## src/rtl/avalon_bridge_arbiter_if.sv

```systemverilog
// ---------------------------------------------------------------------------
// avalon_bridge_arbiter_if
// Purpose : bus bundle between two requesters, the arbiter and the ipbus_1G
//           bridge external interface.
// Signals :
//   req_read/req_write      [1:0]  per-requester strobes, held until acked
//   req_address             [63:0] requester i address in [32i+31:32i]
//   req_byte_enable         [7:0]  requester i byte enables in [4i+3:4i]
//   req_write_data          [63:0] requester i write data in [32i+31:32i]
//   req_acknowledge         [1:0]  one-cycle completion pulse
//   req_error               [1:0]  qualifies req_acknowledge
//   req_read_data           [31:0] shared read data
//   bridge_read/bridge_write       strobes to the bridge
//   bridge_address/_byte_enable/_write_data  captured request fields
//   bridge_acknowledge, bridge_read_data     bridge completion and data
// Modports: slave = arbiter side, master = environment (requesters + bridge)
// ---------------------------------------------------------------------------
interface avalon_bridge_arbiter_if;
    localparam int unsigned N_REQ = 2;
    localparam int unsigned AW    = 32;
    localparam int unsigned DW    = 32;
    localparam int unsigned BEW   = 4;

    logic [N_REQ-1:0]     req_read;
    logic [N_REQ-1:0]     req_write;
    logic [N_REQ*AW-1:0]  req_address;
    logic [N_REQ*BEW-1:0] req_byte_enable;
    logic [N_REQ*DW-1:0]  req_write_data;
    logic [N_REQ-1:0]     req_acknowledge;
    logic [N_REQ-1:0]     req_error;
    logic [DW-1:0]        req_read_data;

    logic                 bridge_read;
    logic                 bridge_write;
    logic [AW-1:0]        bridge_address;
    logic [BEW-1:0]       bridge_byte_enable;
    logic [DW-1:0]        bridge_write_data;
    logic                 bridge_acknowledge;
    logic [DW-1:0]        bridge_read_data;

    modport slave (
        input  req_read, req_write, req_address, req_byte_enable, req_write_data,
        output req_acknowledge, req_error, req_read_data,
        output bridge_read, bridge_write, bridge_address, bridge_byte_enable,
               bridge_write_data,
        input  bridge_acknowledge, bridge_read_data
    );

    modport master (
        output req_read, req_write, req_address, req_byte_enable, req_write_data,
        input  req_acknowledge, req_error, req_read_data,
        input  bridge_read, bridge_write, bridge_address, bridge_byte_enable,
               bridge_write_data,
        output bridge_acknowledge, bridge_read_data
    );
endinterface

```

## src/rtl/avalon_bridge_arbiter.sv

```systemverilog
// ---------------------------------------------------------------------------
// avalon_bridge_arbiter
// Purpose : round-robin arbiter that funnels two requesters onto a single
//           ipbus_1G bridge port, one outstanding transaction at a time,
//           with a per-transaction acknowledge timeout.
// Ports   :
//   clk125   in   single clock, rising edge
//   rst_125  in   synchronous active-high reset
//   bus      slave modport of avalon_bridge_arbiter_if (requester + bridge)
//   busy     out  high whenever the FSM is not in IDLE
//   owner    out  index of the last granted requester
// Parameters:
//   TIMEOUT_CYCLES  ISSUE cycles to wait for bridge_acknowledge (2..65535)
//   ERR_DATA        read data returned on aborted or illegal accesses
// ---------------------------------------------------------------------------
module avalon_bridge_arbiter #(
    parameter int unsigned TIMEOUT_CYCLES = 1024,
    parameter logic [31:0] ERR_DATA       = 32'hDEAD_BEEF
) (
    input  logic                    clk125,
    input  logic                    rst_125,
    avalon_bridge_arbiter_if.slave  bus,
    output logic                    busy,
    output logic                    owner
);
    localparam int unsigned AW    = 32;
    localparam int unsigned DW    = 32;
    localparam int unsigned BEW   = 4;
    localparam int unsigned CNT_W = 16;
    localparam logic [CNT_W-1:0] CNT_LAST = 16'(TIMEOUT_CYCLES - 1);

    typedef enum logic [1:0] {
        ST_IDLE  = 2'd0,
        ST_ISSUE = 2'd1,
        ST_DONE  = 2'd2
    } state_e;

    state_e           state_q, state_d;
    logic             owner_q, owner_d;
    logic             busy_q, busy_d;
    logic             rd_q, rd_d;
    logic             wr_q, wr_d;
    logic [AW-1:0]    addr_q, addr_d;
    logic [BEW-1:0]   be_q, be_d;
    logic [DW-1:0]    wdata_q, wdata_d;
    logic [DW-1:0]    rdata_q, rdata_d;
    logic [1:0]       ack_q, ack_d;
    logic [1:0]       err_q, err_d;
    logic [CNT_W-1:0] cnt_q, cnt_d;

    // Grant decode: lone requester wins, contention goes to the non-owner.
    logic [1:0]     pending;
    logic           grant_idx;
    logic [1:0]     grant_mask;
    logic [1:0]     owner_mask;
    logic           grant_rd;
    logic           grant_wr;
    logic [AW-1:0]  grant_addr;
    logic [BEW-1:0] grant_be;
    logic [DW-1:0]  grant_wdata;

    always_comb begin
        pending = bus.req_read | bus.req_write;
        if (pending == 2'b11) begin
            grant_idx = ~owner_q;
        end else begin
            grant_idx = pending[1];
        end
        grant_mask  = grant_idx ? 2'b10 : 2'b01;
        owner_mask  = owner_q   ? 2'b10 : 2'b01;
        grant_rd    = bus.req_read[grant_idx];
        grant_wr    = bus.req_write[grant_idx];
        grant_addr  = grant_idx ? bus.req_address[63:32]    : bus.req_address[31:0];
        grant_be    = grant_idx ? bus.req_byte_enable[7:4]  : bus.req_byte_enable[3:0];
        grant_wdata = grant_idx ? bus.req_write_data[63:32] : bus.req_write_data[31:0];
    end

    // Next-state and registered-output computation.
    always_comb begin
        state_d = state_q;
        owner_d = owner_q;
        rd_d    = rd_q;
        wr_d    = wr_q;
        addr_d  = addr_q;
        be_d    = be_q;
        wdata_d = wdata_q;
        rdata_d = rdata_q;
        cnt_d   = cnt_q;
        ack_d   = 2'b00;
        err_d   = 2'b00;

        unique case (state_q)
            ST_IDLE: begin
                // bridge_acknowledge is deliberately not looked at here.
                if (pending != 2'b00) begin
                    owner_d = grant_idx;
                    addr_d  = grant_addr;
                    be_d    = grant_be;
                    wdata_d = grant_wdata;
                    cnt_d   = '0;
                    if (grant_rd && grant_wr) begin
                        // Read+write together is illegal: never touches the bridge.
                        state_d = ST_DONE;
                        ack_d   = grant_mask;
                        err_d   = grant_mask;
                        rdata_d = ERR_DATA;
                    end else begin
                        state_d = ST_ISSUE;
                        rd_d    = grant_rd;
                        wr_d    = grant_wr;
                    end
                end
            end

            ST_ISSUE: begin
                // Acknowledge wins over a timeout landing in the same cycle.
                if (bus.bridge_acknowledge) begin
                    state_d = ST_DONE;
                    rd_d    = 1'b0;
                    wr_d    = 1'b0;
                    ack_d   = owner_mask;
                    rdata_d = rd_q ? bus.bridge_read_data : '0;
                end else if (cnt_q == CNT_LAST) begin
                    state_d = ST_DONE;
                    rd_d    = 1'b0;
                    wr_d    = 1'b0;
                    ack_d   = owner_mask;
                    err_d   = owner_mask;
                    rdata_d = ERR_DATA;
                end else begin
                    cnt_d = cnt_q + 16'd1;
                end
            end

            // One-cycle completion; returning to IDLE stops a held request
            // from being re-granted in the same breath.
            ST_DONE: begin
                state_d = ST_IDLE;
            end

            default: begin
                state_d = ST_IDLE;
            end
        endcase

        busy_d = (state_d != ST_IDLE);
    end

    // State and output registers.
    always_ff @(posedge clk125) begin
        if (rst_125) begin
            state_q <= ST_IDLE;
            owner_q <= 1'b1;
            busy_q  <= 1'b0;
            rd_q    <= 1'b0;
            wr_q    <= 1'b0;
            addr_q  <= '0;
            be_q    <= '0;
            wdata_q <= '0;
            rdata_q <= '0;
            ack_q   <= 2'b00;
            err_q   <= 2'b00;
            cnt_q   <= '0;
        end else begin
            state_q <= state_d;
            owner_q <= owner_d;
            busy_q  <= busy_d;
            rd_q    <= rd_d;
            wr_q    <= wr_d;
            addr_q  <= addr_d;
            be_q    <= be_d;
            wdata_q <= wdata_d;
            rdata_q <= rdata_d;
            ack_q   <= ack_d;
            err_q   <= err_d;
            cnt_q   <= cnt_d;
        end
    end

    assign bus.bridge_read        = rd_q;
    assign bus.bridge_write       = wr_q;
    assign bus.bridge_address     = addr_q;
    assign bus.bridge_byte_enable = be_q;
    assign bus.bridge_write_data  = wdata_q;
    assign bus.req_acknowledge    = ack_q;
    assign bus.req_error          = err_q;
    assign bus.req_read_data      = rdata_q;
    assign busy                   = busy_q;
    assign owner                  = owner_q;

endmodule

```

## src/flat_wrapper.sv

```systemverilog
// flat-port wrapper written by rule: the top's interface ports become plain ports
module avalon_bridge_arbiter_flat 
#(
    parameter int unsigned TIMEOUT_CYCLES = 1024,
    parameter logic [31:0] ERR_DATA       = 32'hDEAD_BEEF
)
  (clk125, rst_125, busy, owner, bus_req_read, bus_req_write, bus_req_address, bus_req_byte_enable, bus_req_write_data, bus_req_acknowledge, bus_req_error, bus_req_read_data, bus_bridge_read, bus_bridge_write, bus_bridge_address, bus_bridge_byte_enable, bus_bridge_write_data, bus_bridge_acknowledge, bus_bridge_read_data);
  avalon_bridge_arbiter_if bus_i ();
  input  logic clk125;
  input  logic rst_125;
  output logic busy;
  output logic owner;
  input wire logic [$bits(bus_i.req_read)-1:0] bus_req_read;
  input wire logic [$bits(bus_i.req_write)-1:0] bus_req_write;
  input wire logic [$bits(bus_i.req_address)-1:0] bus_req_address;
  input wire logic [$bits(bus_i.req_byte_enable)-1:0] bus_req_byte_enable;
  input wire logic [$bits(bus_i.req_write_data)-1:0] bus_req_write_data;
  output wire logic [$bits(bus_i.req_acknowledge)-1:0] bus_req_acknowledge;
  output wire logic [$bits(bus_i.req_error)-1:0] bus_req_error;
  output wire logic [$bits(bus_i.req_read_data)-1:0] bus_req_read_data;
  output wire logic [$bits(bus_i.bridge_read)-1:0] bus_bridge_read;
  output wire logic [$bits(bus_i.bridge_write)-1:0] bus_bridge_write;
  output wire logic [$bits(bus_i.bridge_address)-1:0] bus_bridge_address;
  output wire logic [$bits(bus_i.bridge_byte_enable)-1:0] bus_bridge_byte_enable;
  output wire logic [$bits(bus_i.bridge_write_data)-1:0] bus_bridge_write_data;
  input wire logic [$bits(bus_i.bridge_acknowledge)-1:0] bus_bridge_acknowledge;
  input wire logic [$bits(bus_i.bridge_read_data)-1:0] bus_bridge_read_data;
  assign bus_i.req_read = bus_req_read;
  assign bus_i.req_write = bus_req_write;
  assign bus_i.req_address = bus_req_address;
  assign bus_i.req_byte_enable = bus_req_byte_enable;
  assign bus_i.req_write_data = bus_req_write_data;
  assign bus_req_acknowledge = bus_i.req_acknowledge;
  assign bus_req_error = bus_i.req_error;
  assign bus_req_read_data = bus_i.req_read_data;
  assign bus_bridge_read = bus_i.bridge_read;
  assign bus_bridge_write = bus_i.bridge_write;
  assign bus_bridge_address = bus_i.bridge_address;
  assign bus_bridge_byte_enable = bus_i.bridge_byte_enable;
  assign bus_bridge_write_data = bus_i.bridge_write_data;
  assign bus_i.bridge_acknowledge = bus_bridge_acknowledge;
  assign bus_i.bridge_read_data = bus_bridge_read_data;
  avalon_bridge_arbiter #(.TIMEOUT_CYCLES(TIMEOUT_CYCLES), .ERR_DATA(ERR_DATA)) u_core (.clk125(clk125), .rst_125(rst_125), .bus(bus_i), .busy(busy), .owner(owner));
endmodule
```

## config.mk

```make
export PLATFORM = sky130hd
export DESIGN_NAME = avalon_bridge_arbiter_flat
export DESIGN_NICKNAME = d
export VERILOG_FILES = /design/src/rtl/avalon_bridge_arbiter_if.sv /design/src/rtl/avalon_bridge_arbiter.sv /design/src/flat_wrapper.sv
export SDC_FILE = /design/constraint.sdc
export NUM_CORES = 1
export LEC_CHECK = 0
export ABC_AREA = 1
export CAP_MARGIN = 15
export CORE_UTILIZATION = 45
export CTS_CLUSTER_DIAMETER = 30
export DETAILED_ROUTE_END_ITERATION = 10
export DONT_BUFFER_PORTS = 1
export HOLD_SLACK_MARGIN = 0.06
export PLACE_DENSITY = 0.6
export SLEW_MARGIN = 20
export SYNTH_ARGS = -nofsm -noshare
export SYNTH_HDL_FRONTEND = slang
export SYNTH_SLANG_ARGS = --single-unit
export TNS_END_PERCENT = 1
```

## constraint.sdc

```tcl
create_clock -name clk125 -period 1.44 [get_ports clk125]
set_input_delay 0.288 -clock clk125 [delete_from_list [all_inputs] [get_ports clk125]]
set_output_delay 0.288 -clock clk125 [all_outputs]
set_load 0.03 [all_outputs]
```

==> flow_summary_export.csv, run 1 <==
group,metric,value,unit
outcome,outcome,"finished, violations left",
outcome,violations,"negative hold slack, negative setup slack",
clock_tree,ctsHtreeMaxLevel,4,
synth,synthAdderAreaFrac,0.00225,
timing,fin_hold_ws,-29.7,ps
place,gp_congestion,0.854,
floorplanning,ioPinCount,283,
timing,rsz0062_at_grt,"yes",
synth,ys.flop_type,"dfxtp_1",
floorplanning,dieArea,12800,um2
cells_and_area,nets,1016,
timing,setup_viol_count_final,5,
cells_and_area,postLayoutCoreUtil,0.575,
job,maxCapViolCount,0,
critical_path,cpPeakStageDelay,350,ps
critical_path,critPathCaptureType,"flip-flop",
timing,fin_ws,-22.4,ps
clock_tree,cts_max_path_buffers,2,
routing,drcViolationCount,0,
pwr,power_density,1960,nW/um2
synth,synth_top_area_cell,"dfxtp_1",
synth,synth-compound-area-share,0.145,
critical_path,worstReg2RegStart,"u_core.cnt_q[0]$_SDFFE_PP0P_",
pwr,vdd_ir_drop_max,0.880,mV
synth,yosysSeqAreaShare,0.453,
routing,via_per_inst,5.33,
critical_path,ff2ff_path_depth,8,
cells_and_area,layout.cells.most_common,"nand2_1",
clock_tree,cts_tree,"built",
routing,post_drt_wl_per_cell,15.6,um
critical_path,crit_chain,"ha_4 > nand3_4 > nor2_4 > nand2_2 > a21oi_4 > nand2_1 > nor2_1 > nor2_1",
timing,fin_skew,8.04,ps
timing,maxSlewHeadroom,0.659,
critical_path,slowest_stage,"dfxtp_2",
timing,post-route-period-util,1.02,
synth,avgSynthCellArea,6.98,um2
floorplanning,dieHeight,113,um
synth,yosys_warnings,0,
clock_tree,clock_sinks,126,
synth,syn_nets,974,
global_route,antenna_found_initial,0,
cells_and_area,syn_to_final_growth,24.5,%
routing,ant_nets,0,
timing,slew_violations,0,
synth,synthTopCellsByArea,"dfxtp_1, nand2_1, a31oi_1, nor2_1, a21oi_1",
synth,synth_top_family_by_area,"simple AND/OR/NAND/NOR gates",
place,portBuffers,0,
floorplanning,die_w,113,um
synth,yosysTopAreaCellShare,0.453,
clock_tree,clkTransAtPathRegs,50,ps
routing,vias,5434,
synth,async_flop_share,0,
cells_and_area,diodes,0,
synth,ys_ff_latch,126,
worst_hold_path,hp-class,"in2reg",
floorplanning,rows,40,
critical_path,cp-start-kind,"flip-flop",
cells_and_area,num-fill-cells,1135,
clock_tree,insertion_delay,410,ps
timing,tns,-48.1,ps
synth,synth_edf_count,0,
critical_path,critPathKind,"reg2reg",
synth,syn_inst,798,
critical_path,critPathMostFrequentCell,"nor2_1",
routing,wirelength,15900,um
global_route,grt_pass1_vias,4933,
clock_tree,root_buffer,"clkbuf_16",
global_route,overflow,0,
clock_tree,cts_buffers,17,
global_route,grt_util_all_layers,0.237,
floorplanning,start_util,0.462,
worst_hold_path,min_from,"rst_125",
critical_path,path_max_fanout,4,
floorplanning,core,12100,um2
timing,finalCriticalPeriod,1460,ps
synth,synth_area,5570,um2
cells_and_area,drive_gt1_frac,0.162,
worst_hold_path,whs_path_depth,1,
global_route,grt_pass1_wl,24000,um
synth,synthSimpleGateAreaFrac,0.314,
critical_path,r2r_slack,-20,ps
routing,dr.pass1.iters,5,
timing,worstMarginPinSlew,506,ps
cells_and_area,final_cell_mix,"nand2_1, dfxtp_1, a31oi_1",
synth,muxShareOfSynthArea,0,
clock_tree,holdBufCountCts,4,
place,dp.final_hpwl,11000,um
place,place_ws,-120,ps
global_route,grt_max_degree,106,
routing,drt_iter0_markers,378,
critical_path,r2r-end,"u_core.bus.bridge_read$_SDFFE_PP0P_",
pwr,leakage,0.00290,uW
timing,finalHoldViolations,35,
worst_hold_path,min_to,"u_core.bus.bridge_write_data[31]$_SDFFE_PP0P_",
critical_path,required,1740,ps
timing,fmax,0.684,GHz
synth,synth_cell_types,29,
synth,post_synth_xor_area_fraction,0.00472,
critical_path,crit_arrival,1760,ps
## metrics by stage
| stage | power, uW | instance area, um2 | cells |
|---|---|---|---|
| floorplan | 8000 | 5570 | 798 |
| global placement | 8850 | 6070 | 978 |
| detailed placement | 8950 | 6070 | 978 |
| CTS | 13500 | 6800 | 1015 |
| global route | 14300 | 6930 | 1020 |
| finish | 13600 | 6930 | 1020 |
## critical path, delay by kind of cell, from the launching register on
family	cells	cell delay, ps
fa+ha+maj	1	150
flops	1	350
compound gates	1	220
simple gates	6	630
## where the power goes
part / internal (uW) / switching, uW
Combinational: 1250 / 1900
Clock: 2970 / 1460
Sequential: 4190 / 1800
## kinds of logic after synthesis
group | after synthesis
fa+ha+maj | 1
buf+inv | 101
xor+xnor | 3
flops | 126
simple gates | 427
compound gates | 140
## worst max path at each step
stage | start | to | slack, ps | depth (start not counted)
final | u_core.cnt_q[0]$_SDFFE_PP0P_ | u_core.bus.bridge_read$_SDFFE_PP0P_ | -20 | 8
after global routing | u_core.cnt_q[0]$_SDFFE_PP0P_ | u_core.bus.bridge_read$_SDFFE_PP0P_ | -120 | 8
after CTS | u_core.cnt_q[1]$_SDFFE_PP0P_ | u_core.bus.bridge_write$_SDFFE_PP0P_ | -20 | 9
after detailed placement | u_core.cnt_q[0]$_SDFFE_PP0P_ | u_core.bus.req_read_data[2]$_SDFFE_PP0P_ | -120 | 9
after global placement | u_core.cnt_q[0]$_SDFFE_PP0P_ | u_core.bus.req_read_data[0]$_SDFFE_PP0P_ | -70 | 9
after floorplan | u_core.cnt_q[0]$_SDFFE_PP0P_ | u_core.cnt_q[13]$_SDFFE_PP0P_ | -50 | 9
## cell type report
type	count	area [um2]	share of cell area
multi-input combinational	572	2730	0.394
clock buffer	24	472	0.0680
inverter	56	213	0.0307
sequential	126	2530	0.365
clock inverter	7	135	0.0195
tap	168	210	0.0303
timing repair buffer	67	642	0.0926
## cells in the mapped netlist, types with 4 or more instances
master    number
a31oi_1       66
buf_2         10
buf_6          5
a21oi_1       37
inv_2          7
nand2_1      306
dfxtp_1      126
o21ai_0        8
clkbuf_1      22
o21ai_1       21
buf_4          6
o21bai_1       4
nor2_1        69
nand4_1        6
inv_1         48
nand3b_1       8
nand3_1       22
## registers in the layout (all words and copies together), names as in the netlist
| name | count |
|---|---|
| u_core.state_q | 2 |
| u_core.bus.bridge_write_data | 32 |
| u_core.bus.req_read_data | 32 |
| u_core.busy | 1 |
| u_core.cnt_q | 16 |
| u_core.owner | 1 |
| u_core.bus.bridge_address | 32 |
| u_core.bus.bridge_write | 1 |
| u_core.bus.req_acknowledge | 2 |
| u_core.bus.req_error | 2 |
| u_core.bus.bridge_read | 1 |
| u_core.bus.bridge_byte_enable | 4 |
## metal layers
metal	routed length [um]	part of all wire	vias up	track usage
met5	0	0	-	0
met4	383	0.024	0	0.103
met3	1240	0.078	36	0.0686
met2	7790	0.49	246	0.398
met1	6480	0.41	2494	0.283
li1	-	-	2658	-
## repair_timing
| action | in CTS | in global routing |
|---|---|---|
| setup endpoints to repair | 48 | 103 |
| pin swaps | 5 | 19 |
| gates cloned | 1 | 2 |
| resized for setup | 18 | 20 |
| endpoints found under the hold margin | 105 | 83 |
| setup buffers | 1 | 3 |
Note: power is estimated with default switching activity, not from simulation.
==> run 2: changes to the inputs <==
--- a/config.mk
+++ b/config.mk
@@ -7,10 +7,12 @@
 export LEC_CHECK = 0
 export ABC_AREA = 1
 export CAP_MARGIN = 15
+export CORE_ASPECT_RATIO = 0.8
 export CORE_UTILIZATION = 45
-export CTS_CLUSTER_DIAMETER = 30
+export CTS_CLUSTER_DIAMETER = 200
 export DETAILED_ROUTE_END_ITERATION = 10
 export DONT_BUFFER_PORTS = 1
+export GPL_ROUTABILITY_DRIVEN = 1
 export HOLD_SLACK_MARGIN = 0.06
 export PLACE_DENSITY = 0.6
 export SLEW_MARGIN = 20
==> run 2 against run 1 <==
- the run still ends with negative hold slack, negative setup slack left
- cell count decreased by 2.0%
- clock-buffer cell count decreased by 3
- flip-flop and latch count unchanged
- critical path depth unchanged
- register-to-register slack about the same
==> flow_summary_export.csv, run 2 (synthesis results as in run 1) <==
group,metric,value,unit
routing,drcViolationCount,0,
routing,drt_iter0_markers,252,
timing,worstMarginPinSlew,548,ps
critical_path,cpPeakStageDelay,350,ps
critical_path,crit_buf_inv,0,
job,maxCapViolCount,0,
place,gp_congestion,0.853,
place,dp.final_hpwl,11400,um
cells_and_area,drive_gt1_frac,0.173,
pwr,swShare,0.395,
critical_path,required,1740,ps
floorplanning,dieArea,12800,um2
global_route,grt_pass1_wl,24700,um
timing,fin_hold_ws,-47.1,ps
clock_tree,insertion_delay,410,ps
pwr,pwr-share-seq,0.449,
timing,maxSlewHeadroom,0.631,
cells_and_area,num-fill-cells,1074,
routing,via_per_inst,5.39,
routing,wirelength,16400,um
critical_path,cp.depth,8,
critical_path,critical_path.top_delay_family,"simple AND/OR/NAND/NOR gates",
floorplanning,dieHeight,102,um
critical_path,r2r_slack,-20,ps
routing,vias,5394,
timing,finalCriticalPeriod,1460,ps
floorplanning,ioPinCount,283,
worst_hold_path,hp-class,"in2reg",
critical_path,worstReg2RegStart,"u_core.cnt_q[1]$_SDFFE_PP0P_",
clock_tree,clock_sinks,126,
cells_and_area,fin_area,6910,um2
clock_tree,cts_max_path_buffers,2,
cells_and_area,layout.cells.most_common,"nand2_1",
floorplanning,start_util,0.473,
pwr,power_density,1930,nW/um2
clock_tree,clkTransAtPathRegs,60,ps
timing,finalHoldViolations,22,
clock_tree,holdBufCountCts,4,
critical_path,slowest_stage,"dfxtp_2",
global_route,grt_util_all_layers,0.243,
timing,post-route-period-util,1.02,
critical_path,cp-start-kind,"flip-flop",
global_route,grt_pass1_vias,4968,
critical_path,path_max_fanout,9,
clock_tree,cts_tree,"built",
critical_path,crit_arrival,1760,ps
cells_and_area,syn_to_final_growth,24.0,%
clock_tree,ctsHtreeMaxLevel,4,
outcome,outcome,"finished, violations left",
global_route,antenna_found_initial,0,
timing,fmax,0.683,GHz
routing,dr.pass1.iters,5,
floorplanning,rows,35,
clock_tree,root_buffer,"clkbuf_16",
pwr,leakage,0.00287,uW
timing,slew_violations,0,
critical_path,critPathCaptureType,"flip-flop",
critical_path,r2r-end,"u_core.bus.req_read_data[17]$_SDFFE_PP0P_",
clock_tree,cts_buffers,17,
pwr,vdd_ir_drop_max,1.13,mV
pwr,p_int,8050,uW
place,portBuffers,0,
critical_path,ff2ff_path_depth,8,
cells_and_area,multi_input_area,2780,um2
pwr,p_sw,5250,uW
critical_path,crit_start,"u_core.cnt_q[1]$_SDFFE_PP0P_",
floorplanning,die_w,126,um
pwr,p_comb_frac,0.240,
floorplanning,core,11800,um2
routing,post_drt_wl_per_cell,16.4,um
place,dpl_cell_area,6010,um2
timing,tns,-140,ps
cells_and_area,final_cell_mix,"nand2_1, dfxtp_1, a31oi_1",
timing,setup_viol_count_final,11,
timing,fin_skew,8.59,ps
cells_and_area,diodes,0,
outcome,violations,"negative hold slack, negative setup slack",
routing,ant_nets,0,
cells_and_area,register_area,2530,um2
cells_and_area,postLayoutCoreUtil,0.586,
global_route,grt_max_degree,106,
cells_and_area,nets,1016,
timing,fin_ws,-23.9,ps
critical_path,crit_chain,"ha_4 > nand3_4 > nor2_4 > nand2_2 > a21oi_4 > nand2_2 > nor2_1 > nor2_1",
critical_path,critPathKind,"reg2reg",
critical_path,endpoint,"u_core.bus.req_read_data[17]$_SDFFE_PP0P_",
timing,rsz0062_at_grt,"yes",
global_route,overflow,0,
pwr,clkPwrFrac,0.311,
run 2: worst min-delay path by stage:
stage,from,end,slack [ps],cells past startpoint
global route,rst_125,u_core.cnt_q[2]$_SDFFE_PP0P_,-60,1
floorplan,bus_req_write_data[58],u_core.bus.bridge_write_data[26]$_SDFFE_PP0P_,400,2
finish,rst_125,u_core.bus.bridge_byte_enable[0]$_SDFFE_PP0P_,-50,1
global placement,rst_125,u_core.bus.bridge_byte_enable[0]$_SDFFE_PP0P_,370,1
CTS,rst_125,u_core.bus.bridge_address[22]$_SDFFE_PP0P_,-70,1
detailed placement,rst_125,u_core.bus.bridge_address[22]$_SDFFE_PP0P_,370,1
run 2: power by group through the flow:
stage	logic [uW]	clock network, uW	registers [uW]
floorplan	2120	0	5880
global placement	2750	0	6030
detailed placement	2870	0	6020
CTS	3060	4220	5960
global route	3540	4380	6050
finish	3190	4140	5970
run 2: cell type report:
type                            count  share of cell area
Timing Repair Buffer               67              0.0900
Multi-Input combinational cell    572               0.402
Clock buffer                       21              0.0667
Tap cell                          148              0.0268
Clock inverter                     10              0.0167
Sequential cell                   126               0.366
Inverter                           56              0.0317
run 2: what timing repair did:
item	CTS	global route
pin swaps	6	12
endpoints found under the hold margin	104	89
endpoints found under the setup margin	65	118
cloned	2	0
resized for setup	17	39
buffers inserted	2	2
run 2: stage by stage:
stage | hold slack [ps] | setup slack [ps] | cells | total power [uW]
floorplan | 401 | -53.4 | 798 | 8000
global placement | 365 | -78.6 | 959 | 8780
detailed placement | 367 | -158 | 959 | 8890
CTS | -67.6 | -21.7 | 998 | 13200
global route | -64.0 | -124 | 1000 | 14000
finish | -47.1 | -23.9 | 1000 | 13300
run 2: per-layer routing:
metal	track usage	vias up	share of wire
met5	0	-	0
met4	0.0880	0	0.015
met3	0.0660	21	0.072
met2	0.418	227	0.50
met1	0.294	2477	0.41
li1	-	2669	-
